### src/rtl/seq_alu.sv
// seq_alu: execute-stage integer ALU with valid/ready handshake.
// Base RV32I ops (generalised to XLEN) complete in one cycle; RV M-extension
// multiply/divide runs on an iterative engine for exactly XLEN cycles.
module seq_alu #(
    parameter  int XLEN = 32,
    localparam int SHW  = $clog2(XLEN)
) (
    input  logic            clock,
    input  logic            reset,
    input  logic            in_valid,
    output logic            in_ready,
    input  logic [5:0]      ALU_Control,
    input  logic [XLEN-1:0] operand_A,
    input  logic [XLEN-1:0] operand_B,
    output logic            out_valid,
    input  logic            out_ready,
    output logic [XLEN-1:0] ALU_result,
    output logic            branch
);

    typedef enum logic [1:0] {
        S_IDLE = 2'd0,
        S_BUSY = 2'd1,
        S_DONE = 2'd2
    } state_t;

    localparam logic [XLEN-1:0] ZERO     = {XLEN{1'b0}};
    localparam logic [XLEN-1:0] ALL_ONES = {XLEN{1'b1}};
    localparam logic [XLEN-1:0] MIN_NEG  = {1'b1, {(XLEN-1){1'b0}}};
    localparam logic [SHW:0]    CNT_ONE  = (SHW+1)'(1);
    localparam logic [SHW:0]    CNT_LAST = (SHW+1)'(XLEN - 1);
    localparam logic [SHW:0]    CNT_MAX  = (SHW+1)'(XLEN);

    state_t              r_state;
    logic                r_out_valid;
    logic [XLEN-1:0]     r_result;
    logic                r_branch;
    logic [SHW:0]        r_cnt;
    logic [2*XLEN-1:0]   r_acc;     // mul: {partial product, multiplier}; div: {remainder, quotient}
    logic [XLEN-1:0]     r_opnd;    // multiplicand or divisor magnitude
    logic [2:0]          r_funct3;
    logic                r_neg;     // final result needs negation

    logic                w_accept;
    logic                w_is_m;
    logic [2:0]          w_f3;
    logic [SHW-1:0]      w_shamt;
    logic                w_lt;
    logic                w_ltu;
    logic                w_eq;
    logic [XLEN-1:0]     w_base_result;
    logic                w_base_branch;
    logic                w_a_signed;
    logic                w_b_signed;
    logic                w_sign_a;
    logic                w_sign_b;
    logic [XLEN-1:0]     w_mag_a;
    logic [XLEN-1:0]     w_mag_b;
    logic                w_neg;
    logic                w_div_zero;
    logic                w_div_ovf;
    logic                w_special;
    logic                w_fast;
    logic [XLEN-1:0]     w_special_result;
    logic [XLEN-1:0]     w_fast_result;
    logic                w_fast_branch;
    logic [XLEN:0]       w_mul_sum;
    logic [2*XLEN-1:0]   w_mul_next;
    logic [XLEN:0]       w_div_shift;
    logic                w_div_ge;
    logic [XLEN-1:0]     w_div_diff;
    logic [XLEN-1:0]     w_div_rem;
    logic [2*XLEN-1:0]   w_div_next;
    logic [2*XLEN-1:0]   w_iter_next;
    logic [2*XLEN-1:0]   w_prod_fix;
    logic [XLEN-1:0]     w_final_result;

    assign in_ready   = !reset && ((r_state == S_IDLE) || ((r_state == S_DONE) && out_ready));
    assign w_accept   = in_valid && in_ready;
    assign out_valid  = r_out_valid;
    assign ALU_result = r_result;
    assign branch     = r_branch;

    assign w_is_m  = ALU_Control[5];
    assign w_f3    = ALU_Control[2:0];
    assign w_shamt = operand_B[SHW-1:0];
    assign w_lt    = $signed(operand_A) < $signed(operand_B);
    assign w_ltu   = operand_A < operand_B;
    assign w_eq    = operand_A == operand_B;

    // Single-cycle base ALU: arithmetic/logic/shift, branch compare, jump passthrough
    always_comb begin
        w_base_result = ZERO;
        w_base_branch = 1'b0;
        case (ALU_Control[4:3])
            2'b00: begin
                case (w_f3)
                    3'b000:  w_base_result = operand_A + operand_B;
                    3'b001:  w_base_result = operand_A << w_shamt;
                    3'b010:  w_base_result = {{(XLEN-1){1'b0}}, w_lt};
                    3'b011:  w_base_result = {{(XLEN-1){1'b0}}, w_ltu};
                    3'b100:  w_base_result = operand_A ^ operand_B;
                    3'b101:  w_base_result = operand_A >> w_shamt;
                    3'b110:  w_base_result = operand_A | operand_B;
                    3'b111:  w_base_result = operand_A & operand_B;
                    default: w_base_result = ZERO;
                endcase
            end
            2'b01: begin
                case (w_f3)
                    3'b000:  w_base_result = operand_A - operand_B;
                    3'b001:  w_base_result = operand_A << w_shamt;
                    3'b101:  w_base_result = $unsigned($signed(operand_A) >>> w_shamt);
                    default: w_base_result = ZERO;
                endcase
            end
            2'b10: begin
                case (w_f3)
                    3'b000:  w_base_branch = w_eq;
                    3'b001:  w_base_branch = !w_eq;
                    3'b100:  w_base_branch = w_lt;
                    3'b101:  w_base_branch = !w_lt;
                    3'b110:  w_base_branch = w_ltu;
                    3'b111:  w_base_branch = !w_ltu;
                    default: w_base_branch = 1'b0;
                endcase
                w_base_result = {{(XLEN-1){1'b0}}, w_base_branch};
            end
            2'b11: begin
                w_base_result = {operand_A[XLEN-1:1], 1'b0};
            end
            default: begin
                w_base_result = ZERO;
                w_base_branch = 1'b0;
            end
        endcase
    end

    // Operand signedness and magnitudes for the iterative engine
    assign w_a_signed = w_f3[2] ? !w_f3[0] : (w_f3 != 3'b011);
    assign w_b_signed = w_f3[2] ? !w_f3[0] : !w_f3[1];
    assign w_sign_a   = w_a_signed && operand_A[XLEN-1];
    assign w_sign_b   = w_b_signed && operand_B[XLEN-1];
    assign w_mag_a    = w_sign_a ? (ZERO - operand_A) : operand_A;
    assign w_mag_b    = w_sign_b ? (ZERO - operand_B) : operand_B;
    // Remainder follows the dividend; quotient and product follow both signs
    assign w_neg      = (w_f3[2] && w_f3[1]) ? w_sign_a : (w_sign_a ^ w_sign_b);

    // Divide corner cases never enter the iterative engine
    assign w_div_zero = (operand_B == ZERO);
    assign w_div_ovf  = !w_f3[0] && (operand_A == MIN_NEG) && (operand_B == ALL_ONES);
    assign w_special  = w_is_m && w_f3[2] && (w_div_zero || w_div_ovf);
    assign w_fast     = !w_is_m || w_special;

    // Result for divide-by-zero and signed-overflow divides
    always_comb begin
        w_special_result = ZERO;
        if (w_div_zero) begin
            w_special_result = w_f3[1] ? operand_A : ALL_ONES;
        end else begin
            w_special_result = w_f3[1] ? ZERO : operand_A;
        end
    end

    assign w_fast_result = w_is_m ? w_special_result : w_base_result;
    assign w_fast_branch = w_is_m ? 1'b0 : w_base_branch;

    // One shift-add multiply step
    assign w_mul_sum  = {1'b0, r_acc[2*XLEN-1:XLEN]} + (r_acc[0] ? {1'b0, r_opnd} : {1'b0, ZERO});
    assign w_mul_next = {w_mul_sum, r_acc[XLEN-1:1]};

    // One restoring-divide step
    assign w_div_shift = {r_acc[2*XLEN-1:XLEN], r_acc[XLEN-1]};
    assign w_div_ge    = w_div_shift >= {1'b0, r_opnd};
    assign w_div_diff  = w_div_shift[XLEN-1:0] - r_opnd;
    assign w_div_rem   = w_div_ge ? w_div_diff : w_div_shift[XLEN-1:0];
    assign w_div_next  = {w_div_rem, r_acc[XLEN-2:0], w_div_ge};

    assign w_iter_next = r_funct3[2] ? w_div_next : w_mul_next;
    assign w_prod_fix  = r_neg ? ({(2*XLEN){1'b0}} - w_iter_next) : w_iter_next;

    // Sign fix-up and result selection applied on the last iteration
    always_comb begin
        w_final_result = ZERO;
        if (r_funct3[2]) begin
            if (r_funct3[1]) begin
                w_final_result = r_neg ? (ZERO - w_iter_next[2*XLEN-1:XLEN]) : w_iter_next[2*XLEN-1:XLEN];
            end else begin
                w_final_result = r_neg ? (ZERO - w_iter_next[XLEN-1:0]) : w_iter_next[XLEN-1:0];
            end
        end else begin
            if (r_funct3 == 3'b000) begin
                w_final_result = w_prod_fix[XLEN-1:0];
            end else begin
                w_final_result = w_prod_fix[2*XLEN-1:XLEN];
            end
        end
    end

    // Control FSM, iterative engine state and registered outputs
    always_ff @(posedge clock or posedge reset) begin
        if (reset) begin
            r_state     <= S_IDLE;
            r_out_valid <= 1'b0;
            r_result    <= ZERO;
            r_branch    <= 1'b0;
            r_cnt       <= {(SHW+1){1'b0}};
            r_acc       <= {(2*XLEN){1'b0}};
            r_opnd      <= ZERO;
            r_funct3    <= 3'b000;
            r_neg       <= 1'b0;
        end else begin
            case (r_state)
                S_IDLE, S_DONE: begin
                    if (w_accept) begin
                        if (w_fast) begin
                            r_state     <= S_DONE;
                            r_out_valid <= 1'b1;
                            r_result    <= w_fast_result;
                            r_branch    <= w_fast_branch;
                        end else begin
                            r_state     <= S_BUSY;
                            r_out_valid <= 1'b0;
                            r_cnt       <= {(SHW+1){1'b0}};
                            r_acc       <= {ZERO, w_mag_a};
                            r_opnd      <= w_mag_b;
                            r_funct3    <= w_f3;
                            r_neg       <= w_neg;
                        end
                    end else if ((r_state == S_DONE) && out_ready) begin
                        r_state     <= S_IDLE;
                        r_out_valid <= 1'b0;
                    end else begin
                        r_state     <= r_state;
                    end
                end
                S_BUSY: begin
                    r_acc <= w_iter_next;
                    if (r_cnt != CNT_MAX) begin
                        r_cnt <= r_cnt + CNT_ONE;
                    end else begin
                        r_cnt <= r_cnt;
                    end
                    if (r_cnt == CNT_LAST) begin
                        r_state     <= S_DONE;
                        r_out_valid <= 1'b1;
                        r_result    <= w_final_result;
                        r_branch    <= 1'b0;
                    end else begin
                        r_state     <= S_BUSY;
                    end
                end
                default: begin
                    r_state     <= S_IDLE;
                    r_out_valid <= 1'b0;
                end
            endcase
        end
    end

endmodule
### config.mk
export PLATFORM = sky130hd
export DESIGN_NAME = seq_alu
export DESIGN_NICKNAME = d
export VERILOG_FILES = /design/src/rtl/seq_alu.sv
export SDC_FILE = /design/constraint.sdc
export NUM_CORES = 1
export LEC_CHECK = 0
export BUFFER_PORTS_ARGS = -buffer_cell sky130_fd_sc_hd__buf_2
export CAP_MARGIN = 10
export CELL_PAD_IN_SITES_DETAIL_PLACEMENT = 1
export CELL_PAD_IN_SITES_GLOBAL_PLACEMENT = 2
export CORE_MARGIN = 4
export CORE_UTILIZATION = 25
export DETAILED_ROUTE_END_ITERATION = 8
export GPL_TIMING_DRIVEN = 0
export HOLD_SLACK_MARGIN = 0.12
export PLACE_DENSITY_LB_ADDON = 0.1
export RECOVER_POWER = 50
export SLEW_MARGIN = 20
export SYNTH_ARGS = -nofsm -noshare
export SYNTH_HDL_FRONTEND = slang
export SYNTH_SLANG_ARGS = --single-unit
### constraint.sdc
create_clock -name clock -period 7.6 [get_ports clock]
set_input_delay 2.28 -clock clock [delete_from_list [all_inputs] [get_ports clock]]
set_output_delay 2.28 -clock clock [all_outputs]
set_load 0.05 [all_outputs]
==> flow_summary.ini, run 1 <==
[status]
outcome = finished with violations
violations = max-capacitance violations, max-slew violations, negative setup slack

[yosys]
async_reset_ff_frac = 1.000
netlist.area_leader.share = 0.1431
synth_fa_ha_area_frac = 0.09067
synth-simple-area-share = 0.2238
synth_top_family_by_area = compound AO/OA/AOI/OAI gates
synth_compound_area_frac = 0.3313
yosysSeqAreaShare = 0.1431
yosys_register_bits = 142
synth_most_common_cell = nor2_1
synth_edf_count = 0
ys_top_cells_by_area = dfrtp_1, ha_1, o21ai_0, a21oi_1, nor2_1
synth_common_cells = nor2_1, o21ai_0, nand2_1
yosys_warnings = 0
syn_area_mm2 = 0.02484
syn_inst = 3594
synthMuxAreaShare = 0.06795
synth_area_leader_cell = dfrtp_1
ys_types = 109
avgSynthCellArea_um2 = 6.911
synth-main-ff-cell = dfrtp_1
synth_xor_area_frac = 0.07440
synthesis.nets = 3840

[route]
drc = 0
drt-pass1-iter-count = 7
drt-total-wl_um = 178400
viasPerCell = 6.082
drtIter0Drc = 3060
drt-wirelength-per-cell_um = 35.54
ant_nets = 0
vias = 30520

[setup_path]
crit_chain = buf_2 > clkbuf_1 > clkbuf_1 > buf_1 > buf_1 > buf_1 > nor3_1 > nand2_1 > o21ai_0 > a21oi_1 > nor2_1 > a2111oi_0 > o21ai_0 > o21ai_1 > a21oi_1 > o21ai_0 > a31oi_1
critical_path_class = in2reg
critical_path.top_delay_family = buffers and inverters
cp-end-kind = register
critPathMaxStageDelay_ns = 0.82
cp_num_buf_inv = 6
start_kind = primary input
crit_required_ns = 7.96
critical_path_arrival_ns = 8.03
crit_path_max_fanout = 10
slowest_stage = a2111oi_0

[sta]
min_period_ns = 7.670
slew_headroom = -1.014
timing.fmax_mhz = 130.4
setup_viol = 1
hold_slack_ns = 0.4784
hold_viol = 0
fin_ws_ns = -0.06969
fin_crit_sh = 1.009
tightest_slew_ns = 3.004
finalMaxSlewViolations = 145
rsz0062_at_grt = false
clock_skew_ns = 0.01374
final.setup.tns_ns = -0.06969

[global_route]
antenna_found_initial = 12
grtUsageTotal = 0.3338
grt_pass1_vias = 30510
grt_pass1_wl_um = 247900
grt_max_degree = 84
grt.overflow.total = 0

[power]
p_leak_uw = 0.01079
p_clk_frac = 0.077
p_sw_uw = 7526
power_frac_seq = 0.129
vdd_ir_drop_max_v = 0.0002190
p_per_area_mw_per_mm2 = 429.3
p_sw_frac = 0.6302
p_int_uw = 4417
combPwrFrac = 0.794

[floorplan]
die_area_mm2 = 0.1045
row_count = 115
initial_utilization = 0.2524
design.core.area_mm2 = 0.09842
num_io_pins = 109
die_y_um = 323.2
die_x_um = 323.2

[clock_network]
cts_tree = built
hold_buffers = 0
cts-buffers-inserted = 17
htreeDepth = 4
clock_latency_ns = 0.48
clkTransAtPathRegs_ns = 0.07
clockRootBuffer = clkbuf_16
clockBufferDepth = 2
clock-sinks = 142

[placed_design]
dpl.cell_count = 4990
io_buffers = 105
post-dp-hpwl_um = 147700
pre_cts_slack_ns = -2.247
gp_congestion = 1.040

[final_layout]
fillers = 12300
final_util = 0.2827
fin_cells = 5018
fin_nets = 3956
layout-drive-gt1-share = 0.07870
area.growth.synth_to_final_pct = 12.00

[flow_run]
max_cap_viol_count = 2

[worst_hold_path]
worstHoldPathType = reg2reg
## per-stage QoR
stage                     total power [uW]  cell area, um^2
final                                11940            27820
after global routing                 12610            27800
after CTS                            11820            27820
after detailed placement             10830            27070
after global placement               10830            26970
after floorplan                       7178            24840
## power by group through the flow
stage | clock network (uW) | registers, uW | logic, uW
floorplan | 0 | 1630 | 5550
global placement | 0 | 1540 | 9290
detailed placement | 0 | 1540 | 9300
CTS | 938 | 1530 | 9360
global route | 969 | 1570 | 10100
finish | 925 | 1540 | 9480
## kinds of logic after synthesis
| family | count (synthesis) |
|---|---|
| AOI/OAI and AO/OA | 1287 |
| DFF | 142 |
| and+or+nand+nor | 1202 |
| xor gates and xnor gates | 211 |
| muxes | 130 |
| adders and majority gates | 179 |
| buffers and inverters | 443 |
## layout make-up
class / instances / area [um^2] / share of cell area
Inverter: 167 / 634.4 / 0.02280
Clock buffer: 21 / 470.5 / 0.01691
Buffer: 258 / 1044 / 0.03751
Timing Repair Buffer: 115 / 576.8 / 0.02073
Multi-Input combinational cell: 3009 / 19780 / 0.7111
Sequential cell: 142 / 3553 / 0.1277
Tap cell: 1287 / 1610 / 0.05788
Antenna cell: 8 / 20.02 / 0.0007196
Clock inverter: 11 / 128.9 / 0.004633
## worst register-to-register path: stages (launching register included)
cell      delay, ns
dfrtp_1        0.53
ha_1           0.35
buf_2          0.18
nand4_1        0.33
nor4_1         0.92
a31oi_1        0.32
o21a_1         0.19
clkbuf_2       0.21
a31oi_1        0.18
a311o_1        0.16
clkbuf_1       0.38
ha_1           0.38
nor4b_1        0.40
nand4_2        0.28
nor4b_4        0.58
nand2_2        0.22
o41ai_2        0.39
xor2_1         0.21
o221ai_1       0.14
a21oi_1        0.57
o32a_1         0.23
## state kept, by name, indices dropped and copies added (netlist names)
name	count
r_acc	64
r_state	2
r_neg	1
ALU_result	32
r_opnd	32
branch	1
r_cnt	6
out_valid	1
r_funct3	3
## layer usage
| layer | routed length [um] | GRT usage | vias up |
|---|---|---|---|
| met1 | 74960 | 0.4208 | 15480 |
| met4 | 11690 | 0.1880 | 6 |
| met5 | 44 | 0 | - |
| met3 | 9629 | 0.04542 | 387 |
| met2 | 82040 | 0.5496 | 1261 |
| li1 | - | - | 13390 |
## placed cells by master (no fill, tap or decap), drive strengths merged, types with 77 or more instances in the layout
cell	netlist	final
a21oi	333	333
buf	52	147
clkbuf	224	245
dfrtp	142	142
ha	168	168
inv	165	166
mux2i	82	82
nand2	346	346
nand3	92	92
nor2	414	414
nor3	77	77
o21ai	368	368
xnor2	160	160
## path summary, 6_finish.rpt
check	start	endpoint	slack, ns	cells past startpoint
max	operand_B[1]	ALU_result[17]	-0.07	17
min	ALU_result[11]	ALU_result[11]	0.48	2
max reg2reg	r_acc[46]	ALU_result[28]	0.37	20
min reg2reg	ALU_result[11]	ALU_result[11]	0.48	2
max in group asynchronous	reset	r_opnd[15]	1.66	3
min in group asynchronous	reset	out_valid	2.63	2
## timing repair
item	in CTS	in global routing
buffers inserted	3	2
gates resized for setup	46	11
endpoints found under the hold margin	0	0
pin swaps	1	1
setup endpoints to repair	142	33
Power figures use the tool's default switching activity.
==> run 2: changes to the inputs <==
- clock period: 7.6 -> 6.8 ns (I/O delays scaled with it)
==> flow_summary.ini, run 2 (synthesized netlist as in run 1, its figures left out) <==
[status]
outcome = finished with violations
violations = max-capacitance violations, max-slew violations

[worst_hold_path]
worstHoldPathType = reg2reg
min_path_cells = 2
hp-start = ALU_result[11]
min_to = ALU_result[11]

[final_layout]
regMostFlops = r_acc
largest_reg_flops = 64
mostFrequentLayoutCell = nor2_1
final_cell_mix = nor2_1, o21ai_0, nand2_1
final_util = 0.2869
layout-drive-gt1-share = 0.09813
fin_nets = 3973
area.growth.synth_to_final_pct = 13.67

[sta]
clock_skew_ns = 0.01557
hold_viol = 0
finalMaxSlewViolations = 145
fin_crit_sh = 0.9927
tightest_slew_ns = 2.999
setup_viol = 0
min_period_ns = 6.750
slew_headroom = -1.010
hold_slack_ns = 0.4771
final.setup.tns_ns = 0
timing.fmax_mhz = 148.1

[clock_network]
clkTransAtPathRegs_ns = 0.08
cts_tree = built
clock_latency_ns = 0.48
htreeDepth = 4
cts-buffers-inserted = 17
clock-sinks = 142
clockRootBuffer = clkbuf_16
hold_buffers = 0
clockBufferDepth = 2

[power]
p_per_area_mw_per_mm2 = 476.3
finalPower_uw = 13450
vdd_ir_drop_max_v = 0.0002433
p_leak_uw = 0.01098

[setup_path]
critical_path_class = in2reg
rr_worst_depth = 14
crit_required_ns = 7.22
cpMostUsedCell = a211oi_2
critPathMaxStageDelay_ns = 0.71
cp-end-kind = register
r2r_start = r_funct3[2]
start_kind = primary input
r2r_slack_ns = 0.20
crit_path_max_fanout = 10
slowest_stage = a221oi_1
critical_path_arrival_ns = 7.17
r2r-end = ALU_result[18]
crit_chain = buf_2 > clkbuf_4 > inv_1 > ha_1 > clkbuf_1 > o21bai_1 > a21oi_2 > o221ai_2 > o31ai_4 > a211oi_2 > o41a_1 > a221oi_1 > o21ai_0 > o41ai_1 > a211oi_2 > a2111oi_0 > a21oi_1 > nand2_1

[placed_design]
io_buffers = 105
gp_congestion = 1.040
post-dp-hpwl_um = 147700

[route]
drt-total-wl_um = 178700
ant_nets = 0
drt-pass1-iter-count = 7
drtIter0Drc = 2815
vias = 30620
drc = 0
viasPerCell = 6.083
drt-wirelength-per-cell_um = 35.50

[global_route]
grt_pass1_vias = 30530
antenna_found_initial = 10
grt.overflow.total = 0
grtUsageTotal = 0.3337
grt_max_degree = 84
grt_pass1_wl_um = 247900

[floorplan]
die_area_mm2 = 0.1045
die_y_um = 323.2
design.core.area_mm2 = 0.09842
row_count = 115
initial_utilization = 0.2524
die_x_um = 323.2
num_io_pins = 109

[flow_run]
max_cap_viol_count = 2
run 2: cell types whose count changed in the layout (fill, tap and decap cells not counted), moves of 4 or more:
| cell | before | now |
|---|---|---|
| buf_1 | 28 | 21 |
| clkinvlp_4 | 3 | 10 |
| buf_2 | 108 | 103 |
| buf_4 | 9 | 33 |
| ha_1 | 168 | 164 |
| clkbuf_1 | 210 | 188 |
| inv_1 | 160 | 153 |
| clkbuf_2 | 13 | 27 |
| clkbuf_4 | 2 | 8 |
run 2: final cells by class:
| class | count | area (um^2) |
|---|---|---|
| fill | 12280 | 70190 |
| multi-input combinational | 3009 | 19930 |
| sequential | 142 | 3553 |
| tap | 1287 | 1610 |
| buffer | 254 | 1110 |
| timing repair buffer | 136 | 750.7 |
| inverter | 167 | 663.1 |
| clock buffer | 21 | 470.5 |
| clock inverter | 11 | 128.9 |
| antenna | 6 | 15.01 |
run 2: power breakdown:
| group | switching, uW | internal, uW | total [uW] |
|---|---|---|---|
| sequential | 484 | 1230 | 1710 |
| clock | 459 | 573 | 1030 |
| combinational | 7510 | 3190 | 10700 |
run 2: worst max-delay path by stage:
| stage | start | endpoint | slack, ns | cells after the start |
|---|---|---|---|---|
| floorplan | operand_B[2] | ALU_result[31] | 0.02 | 19 |
| global route | operand_B[2] | ALU_result[31] | -0.03 | 18 |
| global placement | operand_B[0] | ALU_result[13] | -3.98 | 18 |
| CTS | operand_A[19] | ALU_result[0] | 0.006 | 18 |
| detailed placement | operand_B[0] | ALU_result[0] | -2.81 | 18 |
| finish | operand_A[2] | ALU_result[27] | 0.05 | 18 |
run 2: what timing repair did:
item                                    4_1_cts  5_1_grt
setup buffers                                12       14
pin swaps                                     5        5
resized for setup                            98       48
endpoints found under the setup margin      142       39
run 2: per-layer routing:
layer / GRT usage / vias to the layer above / wire length (um)
met5: 0 / - / 13
met4: 0.1856 / 2 / 11900
met3: 0.04248 / 396 / 9741
met2: 0.5502 / 1275 / 81830
met1: 0.4226 / 15520 / 75180
li1: - / 13430 / -
run 2: critical path, delay by kind of cell:
kind	cells	cell delay (ns)
AOI/OAI and AO/OA	12	3.77
buffers and inverters	4	0.90
and+or+nand+nor	1	0.10
adders and majority gates	1	0.33
run 2: stage by stage:
stage	worst slack, ns	std cells	instance area, um^2
2_1_floorplan	0.01560	3594	24840
3_3_place_gp	-3.985	4986	26970
3_5_place_dp	-2.807	4990	27070
4_1_cts	0.005538	5019	28030
5_1_grt	-0.03287	5029	28220
6_report	0.04963	5033	28230
==> run 3: changes to the inputs <==
- ABC_AREA: default -> 1
==> flow_summary.ini, run 3 <==
[setup_path]
crit_path_max_fanout = 10
start_kind = primary input
critical_path_arrival_ns = 7.32
cp_num_buf_inv = 4
slowest_stage = nor2_1
critical_path_class = in2reg
critical_path.top_delay_family = buffers and inverters
r2r-end = ALU_result[14]
cp-end-kind = register
critPathMaxStageDelay_ns = 0.83
r2r_slack_ns = 1.28
crit_required_ns = 7.21
r2r_start = r_opnd[25]
crit_chain = clkbuf_1 > nand2_1 > nor2_1 > inv_1 > nor2_1 > clkbuf_1 > clkbuf_1 > nand2_1 > nand3_1 > a21oi_1 > o21ai_0 > a21oi_1 > a21oi_1
rr_worst_depth = 26

[floorplan]
die_x_um = 334.9
die_y_um = 334.9
initial_utilization = 0.2527
design.core.area_mm2 = 0.1057
num_io_pins = 109
row_count = 119
die_area_mm2 = 0.1121

[power]
power_frac_seq = 0.104
p_int_uw = 5357
p_sw_frac = 0.6860
p_per_area_mw_per_mm2 = 576.9
finalPower_uw = 17060
vdd_ir_drop_max_v = 0.0002170
p_leak_uw = 0.01449
p_clk_frac = 0.060
combPwrFrac = 0.836
p_sw_uw = 11700

[final_layout]
layout-drive-gt1-share = 0.06861
final_cell_mix = nand2_1, inv_1, o21ai_0
area.growth.synth_to_final_pct = 10.71
final_util = 0.2797
final_area_mm2 = 0.02957
fillers = 14170
largest_reg_flops = 64
mostFrequentLayoutCell = nand2_1
regMostFlops = r_acc
fin_nets = 5102

[global_route]
grt_pass1_vias = 34260
grt_max_degree = 86
grt_pass1_wl_um = 275800
grt.overflow.total = 0
grtUsageTotal = 0.3486
antenna_found_initial = 7

[flow_run]
max_cap_viol_count = 2

[yosys]
yosys_warnings = 0
yosysSeqAreaShare = 0.1330
synth_most_common_cell = nand2_1
yosys_register_bits = 142
synth_edf_count = 0
synthesis.nets = 4980
async_reset_ff_frac = 1.000
avgSynthCellArea_um2 = 5.642
synth_area_leader_cell = nand2_1
netlist.area_leader.share = 0.1838
synth-main-ff-cell = dfrtp_1
syn_area_mm2 = 0.02671
syn_inst = 4734
synth_common_cells = nand2_1, inv_1, o21ai_0
ys_types = 65
ys_top_cells_by_area = nand2_1, dfrtp_1, o21ai_0, inv_1, ha_1

[route]
drtIter0Drc = 3067
drt-pass1-iter-count = 6
vias = 34300
drc = 0
viasPerCell = 5.477
ant_nets = 0
drt-total-wl_um = 200700
drt-wirelength-per-cell_um = 32.04

[placed_design]
place_area_mm2 = 0.02903
io_buffers = 105
post-dp-hpwl_um = 171300
gp_congestion = 1.024

[clock_network]
hold_buffers = 0
clockBufferDepth = 2
cts_setup_buffers = 0
clock-sinks = 142
clock_latency_ns = 0.51
clockRootBuffer = clkbuf_16
cts-buffers-inserted = 17
clkTransAtPathRegs_ns = 0.10
htreeDepth = 4
cts_tree = built

[sta]
min_period_ns = 6.903
finalMaxSlewViolations = 145
rsz0062_at_grt = false
tightest_slew_ns = 3.246
clock_skew_ns = 0.03286
timing.fmax_mhz = 144.9
fin_ws_ns = -0.1034
fin_crit_sh = 1.015
slew_headroom = -1.176
hold_viol = 0
setup_viol = 1

[worst_hold_path]
worstHoldPathType = reg2reg
min_to = out_valid
min_path_cells = 2
hp-start = out_valid

[status]
violations = max-capacitance violations, max-slew violations, negative setup slack
outcome = finished with violations
-- run 3: worst max path at each step --
| stage | depth (start not counted) | slack (ns) | start | endpoint |
|---|---|---|---|---|
| 3_3_place_gp | 2 | -1.70 | reset | r_acc[58] |
| 5_1_grt | 22 | 0.002 | operand_B[2] | ALU_result[0] |
| 4_1_cts | 17 | 0.001 | operand_A[9] | ALU_result[16] |
| 6_report | 13 | -0.10 | ALU_Control[2] | ALU_result[4] |
| 2_1_floorplan | 1 | 0.95 | reset | ALU_result[0] |
| 3_5_place_dp | 17 | -0.91 | operand_B[2] | ALU_result[9] |
-- run 3: area by class of cell --
class,count,area [um^2],area share
flip-flops and latches,142,3553,0.1202
diodes,4,10.01,0.0003385
clock buffers,20,446.7,0.01511
clock inverters,11,133.9,0.004527
multi-input cells,3718,19740,0.6674
well taps,1391,1740,0.05886
plain buffers,217,984.7,0.03330
repair buffers,106,508.0,0.01718
inverters,654,2457,0.08310
-- run 3: kinds of logic (layout without fill, tap and decap cells) --
logic type | count (synthesis) | count (layout) | synth area share
mux | 15 | 15 | 0.005621
fa+ha+maj | 172 | 172 | 0.08170
buf+inv | 874 | 1008 | 0.1288
compound gates | 1108 | 1108 | 0.2366
flops | 142 | 142 | 0.1330
other cells | 0 | 4 | 0
simple gates | 2297 | 2297 | 0.3730
xor+xnor | 126 | 126 | 0.04132
-- run 3: per-stage QoR --
step	hold WS, ns	setup TNS (ns)	worst slack, ns	std cells
final	0.5053	-0.1034	-0.1034	6263
after detailed placement	0.4742	-26.50	-0.9140	6231
after floorplan	0.4537	0	0.9504	4734
after global placement	0.4756	-273.09	-1.696	6230
after global routing	0.5416	0	0.001844	6259
after CTS	0.5035	0	0.001283	6262
-- run 3: worst min-delay path, stage by stage, from the launching register on --
cell	delay (ns)
dfrtp_1	0.36
nand2_1	0.05
nand2_1	0.06
-- run 3: power groups by stage --
| stage | sequential (uW) | combinational, uW | clock [uW] |
|---|---|---|---|
| 2_1_floorplan | 1860 | 8150 | 0 |
| 3_3_place_gp | 1780 | 14100 | 0 |
| 3_5_place_dp | 1780 | 14100 | 0 |
| 4_1_cts | 1770 | 14200 | 1030 |
| 5_1_grt | 1810 | 15400 | 1070 |
| 6_report | 1770 | 14300 | 1020 |
-- run 3: timing repair --
action | 4_1_cts | 5_1_grt
setup endpoints to repair | 12 | 55
pin swaps | 0 | 0
gates cloned | 0 | 0
resized for setup | 4 | 6
-- run 3: routing by layer --
layer,up-vias,routed length (um),share of wire,GRT usage
met5,-,9,0.000045,0
met4,2,13190,0.066,0.1864
met3,312,8895,0.044,0.03207
met2,1137,92620,0.46,0.5833
met1,17010,85940,0.43,0.4447
li1,15840,-,-,-
